File: config.mk
export PLATFORM = sky130hd
export DESIGN_NAME = jk_excitation_driver
export DESIGN_NICKNAME = d
export VERILOG_FILES = /design/src/rtl/jk_excitation_driver.sv
export SDC_FILE = /design/constraint.sdc
export NUM_CORES = 1
export LEC_CHECK = 0
export BUFFER_PORTS_ARGS = -buffer_cell sky130_fd_sc_hd__clkbuf_2
export CAP_MARGIN = 15
export CORE_ASPECT_RATIO = 1.25
export CORE_MARGIN = 1
export CORE_UTILIZATION = 53
export DETAILED_ROUTE_END_ITERATION = 10
export MAX_ROUTING_LAYER = met4
export PLACE_DENSITY = 0.82
export SYNTH_ARGS = -nofsm -noshare
export SYNTH_HDL_FRONTEND = slang
export SYNTH_SLANG_ARGS = --single-unit
File: constraint.sdc
create_clock -name Clk -period 4.8 [get_ports Clk]
set_clock_uncertainty 0.05 [all_clocks]
set_input_delay 0.48 -clock Clk [delete_from_list [all_inputs] [get_ports Clk]]
set_output_delay 0.48 -clock Clk [all_outputs]
set_load 0.01 [all_outputs]
File: src/rtl/jk_excitation_driver.sv
// Drives a bank of external JK flip-flops to a requested state, then checks the
// Q feedback and reports done/mismatch with a saturating error count.
`timescale 1ns/1ps
module jk_excitation_driver #(
  parameter int WIDTH = 4,
  parameter int CNT_W = 8
) (
  input  logic             Clk,
  input  logic             rst,
  input  logic             tgt_valid,
  input  logic [WIDTH-1:0] tgt_data,
  output logic             tgt_ready,
  input  logic             toggle_pref,
  input  logic             clr_req,
  output logic [WIDTH-1:0] J,
  output logic [WIDTH-1:0] K,
  output logic             ff_rst,
  input  logic [WIDTH-1:0] Q_fb,
  output logic             done,
  output logic             mismatch,
  output logic [CNT_W-1:0] err_count
);

  // state | meaning
  // IDLE  | waiting for a target or clear request
  // DRIVE | J/K/ff_rst presented; flip-flops capture at the end of this cycle
  // CHECK | Q_fb settled; compared against the expected word
  typedef enum logic [1:0] {IDLE, DRIVE, CHECK} state_t;

  state_t           state, state_nxt;
  logic [WIDTH-1:0] expected, expected_nxt;
  logic [WIDTH-1:0] j_nxt, k_nxt, j_exc, k_exc, tp_vec;
  logic             ff_rst_nxt, done_nxt, mismatch_nxt, q_differs;
  logic [CNT_W-1:0] err_nxt;

  assign tgt_ready = (state == IDLE) & ~clr_req;

  // Excitation table: changing bits get J=1 (0->1) or K=1 (1->0); the other
  // input is either "don't care" driven as 0, or 1 when toggling is preferred.
  assign tp_vec    = {WIDTH{toggle_pref}};
  assign j_exc     = (~Q_fb & tgt_data) | (Q_fb & ~tgt_data & tp_vec);
  assign k_exc     = (Q_fb & ~tgt_data) | (~Q_fb & tgt_data & tp_vec);
  assign q_differs = (Q_fb != expected);

  always_comb begin
    state_nxt    = state;
    expected_nxt = expected;
    j_nxt        = '0;
    k_nxt        = '0;
    ff_rst_nxt   = 1'b0;
    done_nxt     = 1'b0;
    mismatch_nxt = mismatch;
    err_nxt      = err_count;
    case (state)
      IDLE: begin
        if (clr_req) begin
          expected_nxt = '0;
          ff_rst_nxt   = 1'b1;
          state_nxt    = DRIVE;
        end else if (tgt_valid) begin
          expected_nxt = tgt_data;
          j_nxt        = j_exc;
          k_nxt        = k_exc;
          state_nxt    = DRIVE;
        end
      end
      DRIVE: state_nxt = CHECK;
      CHECK: begin
        done_nxt     = 1'b1;
        mismatch_nxt = q_differs;
        if (q_differs && !(&err_count))
          err_nxt = err_count + 1'b1;
        state_nxt = IDLE;
      end
      default: state_nxt = IDLE;
    endcase
  end

  always_ff @(posedge Clk or posedge rst) begin
    if (rst) begin
      state     <= IDLE;
      expected  <= '0;
      J         <= '0;
      K         <= '0;
      ff_rst    <= 1'b0;
      done      <= 1'b0;
      mismatch  <= 1'b0;
      err_count <= '0;
    end else begin
      state     <= state_nxt;
      expected  <= expected_nxt;
      J         <= j_nxt;
      K         <= k_nxt;
      ff_rst    <= ff_rst_nxt;
      done      <= done_nxt;
      mismatch  <= mismatch_nxt;
      err_count <= err_nxt;
    end
  end

endmodule

==> reports/qor.csv, run 1 <==
stage;metric;value;unit
status;status;complete, no violations;
setup_path;path_class;reg2out;
timing;fin_crit;1.78;ns
timing;layout_setup_ws;3.02;ns
power_and_ir_drop;p_seq_share;50.4;%
clock_network;post_cts_buffers;0;
clock_network;clockBufferDepth;2;
timing;finalCritPeriodShare;37.1;%
placement;place_congestion;0.809;
global_routing;grt_use_total;21.6;%
setup_path;crit_fanout;4;
timing;worst_pin_slew;0.892;ns
synth;synth_edf_count;0;
detailed_routing;first_pass_iters;4;
detailed_routing;vias;870;
power_and_ir_drop;power.switching;0.000260;W
synth;yosysTopAreaCell;dfrtp_1;
synth;syn-instance-count;100;
die;ios;33;
power_and_ir_drop;leakagePower;0.664;nW
detailed_routing;post_drt_wl_per_cell;13.6;um
synth;synth_nets;114;
global_routing;overflow;0;
clock_network;cts_tree;yes;
synth;synth_flop_cell;dfrtp_1;
synth;synth_warnings;0;
cells_and_area;drive_gt1_share;30.6;%
timing;rsz0062_at_grt;false;
synth;ys_types;23;
synth;yosys-top-cells-area;dfrtp_1, xor2_1, nand3b_1;
cells_and_area;antennaDiodeCount;0;
timing;hold_violations;0;
clock_network;clkTransAtPathRegs;0.14;ns
detailed_routing;antenna_left;0;
die;core;1980;um^2
detailed_routing;routed_wl;2.10;mm
clock_network;hold_buffers;0;
placement;dpl_worst_slack;2.94;ns
die;dieHeight;53.5;um
timing;tns;0;ns
placement;dpl.hpwl;1.61;mm
setup_path;r2r_slack;3.11;ns
synth;ys_seq_area_share;55.6;%
cells_and_area;n_fill_cell;166;
setup_path;endpoint_kind;output pin;
setup_path;start_kind;flop;
global_routing;grt_pass1_wl;3.52;mm
power_and_ir_drop;power.density;510;nW/um^2
global_routing;grt_pass1_vias;823;
synth;synth.avg_cell_area;11.3;um^2
power_and_ir_drop;p_clk_share;13.6;%
global_routing;antenna_found_initial;0;
timing;fmax;561;MHz
timing;finalMaxSlewViolations;0;
die;design.die.area;2310;um^2
detailed_routing;drt_iter0_drc;18;
synth;synth_area;1130;um^2
clock_network;insertion_delay;0.32;ns
job;cap_violations;0;
synth;post-synth-top-count-cell;dfrtp_1;
clock_network;htree_num_levels;1;
global_routing;grt_max_degree;26;
clock_network;ctsResizeCount;0;
clock_network;cts_root_buf;clkbuf_4;
power_and_ir_drop;comb_power_share;36.0;%
power_and_ir_drop;vdd_ir_drop_max;303;uV
hold_path;hp-class;in2async;
placement;port_buffers;32;
timing;setup_violations;0;
timing;relSlewSlack;40.5;%
synth;yosys-top-cells-count;dfrtp_1, xor2_1, nand2b_1;
cells_and_area;final_cell_area;1330;um^2
placement;placedInstanceArea;1300;um^2
die;initial_core_util;56.8;%
clock_network;cts_num_sinks;25;
setup_path;r2r_end;err_count[1]$_DFFE_PP0P_;
clock_network;cts-buffers-inserted;3;
power_and_ir_drop;intPower;0.000419;W
setup_path;r2r_cells;5;
die;num_rows;18;
power_and_ir_drop;switching_share;38.3;%
synth;synth_top_area_share;55.6;%
synth;synthArstFlopShare;100;%
cells_and_area;num-nets-final;149;
detailed_routing;viasPerCell;5.65;
setup_path;r2r-start;err_count[0]$_DFFE_PP0P_;
setup_path;required;4.27;ns
cells_and_area;area_growth;18.2;%
detailed_routing;drc_errors;0;
setup_path;critical_path_arrival;1.25;ns
synth;ys_ff_latch;25;
die;fp.dieW;43.2;um
routing by layer:
metal | GRT usage, % | share of wire (%)
met5 | - | 0
met2 | 35.6 | 52
met1 | 25.5 | 43
met3 | 4.36 | 4.1
met4 | 10.1 | 1.1
metrics by stage:
| step | hold WS, ns | std cells | util (%) | total power [W] |
|---|---|---|---|---|
| final | 0.254 | 154 | 67.2 | 0.000679 |
| after floorplan | 0.398 | 100 | - | 0.000502 |
| after CTS | 0.290 | 154 | 67.2 | 0.000685 |
| after global placement | 0.413 | 150 | 65.8 | 0.000580 |
| after global routing | 0.331 | 154 | 67.2 | 0.000731 |
| after detailed placement | 0.430 | 150 | 65.8 | 0.000595 |
cell families (layout without fill, tap and decap cells):
family                     count (synthesis)  count (layout)  share of synthesized area (%)
adders and majority gates                  1               1                           1.11
DFF                                       25              25                           55.6
muxes                                      4               4                           4.00
xor gates and xnor gates                   9               9                           7.00
and+or+nand+nor                           43              43                           23.6
buffers and inverters                      5              39                           1.67
AOI/OAI and AO/OA                         13              13                           7.11
registers in the layout, summed over array words and instances, names as in the netlist:
register / count
J: 4
K: 4
done: 1
err_count: 8
expected: 4
ff_rst: 1
mismatch: 1
state: 2
power groups by stage:
stage          registers, W  logic [W]  clock network [W]
3_5_place_dp       0.000346   0.000249                  0
4_1_cts            0.000342   0.000248          0.0000941
2_1_floorplan      0.000358   0.000144                  0
5_1_grt            0.000353   0.000275           0.000103
3_3_place_gp       0.000343   0.000237                  0
6_report           0.000343   0.000244          0.0000921
worst max path at each step:
stage,start,cells after the start,slack (ns),to
after floorplan,err_count[0]$_DFFE_PP0P_,5,3.16,err_count[1]$_DFFE_PP0P_
after global placement,Q_fb[3],5,2.99,err_count[1]$_DFFE_PP0P_
after detailed placement,Q_fb[3],5,2.94,err_count[1]$_DFFE_PP0P_
after CTS,state[1]$_DFFE_PP0P_,2,3.01,tgt_ready
after global routing,state[1]$_DFFE_PP0P_,2,2.96,tgt_ready
final,state[1]$_DFFE_PP0P_,2,3.02,tgt_ready
critical path, cell delays in order (launching register included):
cell and delay [ns]:
dfrtp_1 0.44, nor3_1 0.31, clkbuf_2 0.19
layout make-up:
| type | count | area [um^2] | area share (%) |
|---|---|---|---|
| sequential | 25 | 626 | 47.0 |
| timing repair buffer | 32 | 160 | 12.0 |
| multi-input combinational | 70 | 482 | 36.2 |
| inverter | 3 | 11.3 | 0.846 |
| tap | 20 | 25.0 | 1.88 |
| clock inverter | 1 | 5.00 | 0.376 |
| clock buffer | 3 | 22.5 | 1.69 |
cell usage in the layout, fill, tap and decap left out:
| cell | instances |
|---|---|
| nand2b_1 | 8 |
| a22o_1 | 4 |
| nand4_1 | 1 |
| dfrtp_1 | 25 |
| xor2_1 | 9 |
| nor3_1 | 3 |
| mux2_2 | 4 |
| nor2b_1 | 1 |
| or2b_1 | 1 |
| nor4b_1 | 1 |
| inv_1 | 3 |
| nor2_1 | 3 |
| ha_1 | 1 |
| and2_1 | 2 |
| clkbuf_4 | 3 |
| nand2_1 | 6 |
| or3_1 | 1 |
| a21oi_1 | 7 |
| nor4_1 | 4 |
| nand3b_1 | 7 |
| nor4_4 | 1 |
| clkinv_2 | 1 |
| o21ai_0 | 2 |
| clkbuf_2 | 32 |
| nand3_1 | 4 |
Power figures use the tool's default switching activity.
==> run 2, diff against run 1 <==
--- a/config.mk
+++ b/config.mk
@@ -9,10 +9,10 @@
 export CAP_MARGIN = 15
 export CORE_ASPECT_RATIO = 1.25
 export CORE_MARGIN = 1
-export CORE_UTILIZATION = 53
+export CORE_UTILIZATION = 45
 export DETAILED_ROUTE_END_ITERATION = 10
 export MAX_ROUTING_LAYER = met4
-export PLACE_DENSITY = 0.82
+export PLACE_DENSITY = 0.74
 export SYNTH_ARGS = -nofsm -noshare
 export SYNTH_HDL_FRONTEND = slang
 export SYNTH_SLANG_ARGS = --single-unit
==> constraint.sdc (replaced) <==
create_clock -name Clk -period 1.55 [get_ports Clk]
set_clock_uncertainty 0.05 [all_clocks]
set_input_delay 0.155 -clock Clk [delete_from_list [all_inputs] [get_ports Clk]]
set_output_delay 0.155 -clock Clk [all_outputs]
set_load 0.01 [all_outputs]
==> run 2 against run 1 <==
  * The run now ends with negative setup slack left
  * Flip-flop and latch count is the same
  * Core utilization increased by 2.6 points
  * Critical path depth grew 2
  * First-iteration DRC count shrank 28%
  * Largest cell class unchanged
  * Clock power increased to 3.3 times the previous value
  * Hold slack worse by 0.23 ns
==> reports/qor.csv, run 2 (synthesized netlist as in run 1, its figures left out) <==
stage;metric;value;unit;change
clock_network;cts_root_buf;clkbuf_4;;
placement;dp_cells;169;;+13%
timing;finalCritPeriodShare;103;%;
status;status;finished with violations;;
cells_and_area;layout_common_cells;clkbuf_2, dfrtp_1, buf_4;;
cells_and_area;final_common_cell;clkbuf_2;;
die;design.die.area;2710;um^2;+17%
power_and_ir_drop;leakagePower;0.737;nW;+11%
setup_path;path_class;reg2reg;;
placement;dpl_worst_slack;-0.154;ns;-3.09 ns
detailed_routing;drt_iter0_drc;13;;-5
cells_and_area;area_growth;41.4;%;
timing;hold_violations;0;;unchanged
timing;fmax;629;MHz;
cells_and_area;multi_input_area;621;um^2;+29%
setup_path;r2r-start;err_count[4]$_DFFE_PP0P_;;
timing;setup_violations;6;;+6
global_routing;grt_use_total;23.0;%;+1.5 points
placement;port_buffers;32;;unchanged
placement;dpl.hpwl;1.71;mm;+6.2%
timing;relSlewSlack;59.9;%;+19 points
status;violations;negative setup slack;;
clock_network;clockBufferDepth;2;;unchanged
detailed_routing;first_pass_iters;4;;unchanged
setup_path;r2r_end;err_count[1]$_DFFE_PP0P_;;
setup_path;r2r_slack;-0.04;ns;-3.15 ns
cells_and_area;num-nets-final;162;;+8.7%
die;dieHeight;57.9;um;+8.2%
global_routing;overflow;0;;unchanged
detailed_routing;routed_wl;2.64;mm;+26%
cells_and_area;n_fill_cell;187;;+13%
cells_and_area;drive_gt1_share;47.6;%;+17 points
power_and_ir_drop;vdd_ir_drop_max;972;uV;+220%
setup_path;r2r_cells;4;;-1
clock_network;cts_tree;yes;;
die;num_rows;19;;+1
setup_path;endpoint_kind;flop;;
clock_network;htree_num_levels;1;;unchanged
global_routing;grt_max_degree;26;;unchanged
clock_network;cts-buffers-inserted;3;;unchanged
setup_path;worstSetupStartpoint;err_count[4]$_DFFE_PP0P_;;
cells_and_area;antennaDiodeCount;0;;unchanged
detailed_routing;antenna_left;0;;unchanged
global_routing;grt_pass1_wl;4.25;mm;+21%
setup_path;crit_fanout;5;;+1
setup_path;start_kind;flop;;
clock_network;clkTransAtPathRegs;0.14;ns;about the same
cells_and_area;fin_util;69.8;%;+2.6 points
detailed_routing;drc_errors;0;;unchanged
global_routing;antenna_found_initial;0;;unchanged
detailed_routing;viasPerCell;5.38;;-4.7%
cells_and_area;stdcell_count;178;;+16%
clock_network;cts_num_sinks;25;;unchanged
timing;fin_crit;1.59;ns;
die;initial_core_util;49.3;%;-7.5 points
setup_path;required;1.72;ns;-2.55 ns
setup_path;critical_path_arrival;1.76;ns;+0.51 ns
die;core;2280;um^2;+15%
hold_path;hp-class;in2reg;;
timing;worst_pin_slew;0.595;ns;-0.297 ns
placement;place_congestion;0.838;;+3.5%
cells_and_area;largest_reg_flops;8;;unchanged
timing;rsz0062_at_grt;true;;
timing;finalMaxSlewViolations;0;;unchanged
cells_and_area;regMostFlops;err_count;;
power_and_ir_drop;power.density;1580;nW/um^2;+210%
cells_and_area;regArea;628;um^2;+0.40%
global_routing;grt_pass1_vias;944;;+15%
die;fp.dieW;46.7;um;+8.1%
job;cap_violations;0;;unchanged
setup_path;cp-endpoint;err_count[1]$_DFFE_PP0P_;;
clock_network;insertion_delay;0.33;ns;about the same
detailed_routing;post_drt_wl_per_cell;14.8;um;+8.8%
die;ios;33;;unchanged
timing;layout_setup_ws;-0.0390;ns;-3.06 ns
detailed_routing;vias;958;;+10%
## run 2: worst max-delay path, cell delays in order (launching register included)
cell and delay (ns):
dfrtp_1 0.47, nand4_1 0.28, nor2_4 0.32, nor3_4 0.07, mux2_2 0.28
## run 2: per-layer routing
layer	track usage [%]	part of all wire [%]
met1	26.4	40
met2	37.1	54
met3	3.74	3.2
met4	12.7	3.0
met5	-	0
## run 2: what timing repair did
action,4_1_cts,5_1_grt
gates resized for setup,14,12
cloned,0,0
hold endpoints to repair,25,0
pin swaps,2,5
endpoints found under the setup margin,7,8
hold buffers,1,0
setup buffers,1,3
## run 2: report_power, final
part | leakage (nW) | internal (W) | switching, W
clock | 0.0139 | 0.0000990 | 0.000202
combinational | 0.405 | 0.000543 | 0.000567
sequential | 0.319 | 0.000867 | 0.000234
total | 0.737 | 0.00151 | 0.00100
## run 2: worst min-delay path by stage
stage,slack (ns),start,to,depth (start not counted)
floorplan,0.13,rst,J[0]$_DFF_PP0_,1
global placement,0.14,rst,ff_rst$_DFF_PP0_,3
detailed placement,0.16,rst,err_count[1]$_DFFE_PP0P_,3
CTS,0.001,clr_req,ff_rst$_DFF_PP0_,2
global route,0.02,clr_req,ff_rst$_DFF_PP0_,2
finish,0.03,clr_req,ff_rst$_DFF_PP0_,2
## run 2: stage by stage
step / TNS, ns / hold slack [ns] / cell area (um^2) / total power (W)
floorplan: 0 / 0.132 / 1130 / 0.00156
global placement: -0.150 / 0.145 / 1380 / 0.00188
detailed placement: -0.356 / 0.156 / 1380 / 0.00193
CTS: -0.0320 / 0.00146 / 1510 / 0.00235
global route: -0.371 / 0.0228 / 1590 / 0.00270
finish: -0.127 / 0.0286 / 1590 / 0.00251
## run 2: final cells by class
type | instances | share of cell area, %
Sequential cell | 25 | 39.4
Multi-Input combinational cell | 70 | 39.0
Timing Repair Buffer | 45 | 16.6
Tap cell | 31 | 2.44
Clock buffer | 3 | 1.41
Inverter | 3 | 0.707
Clock inverter | 1 | 0.471
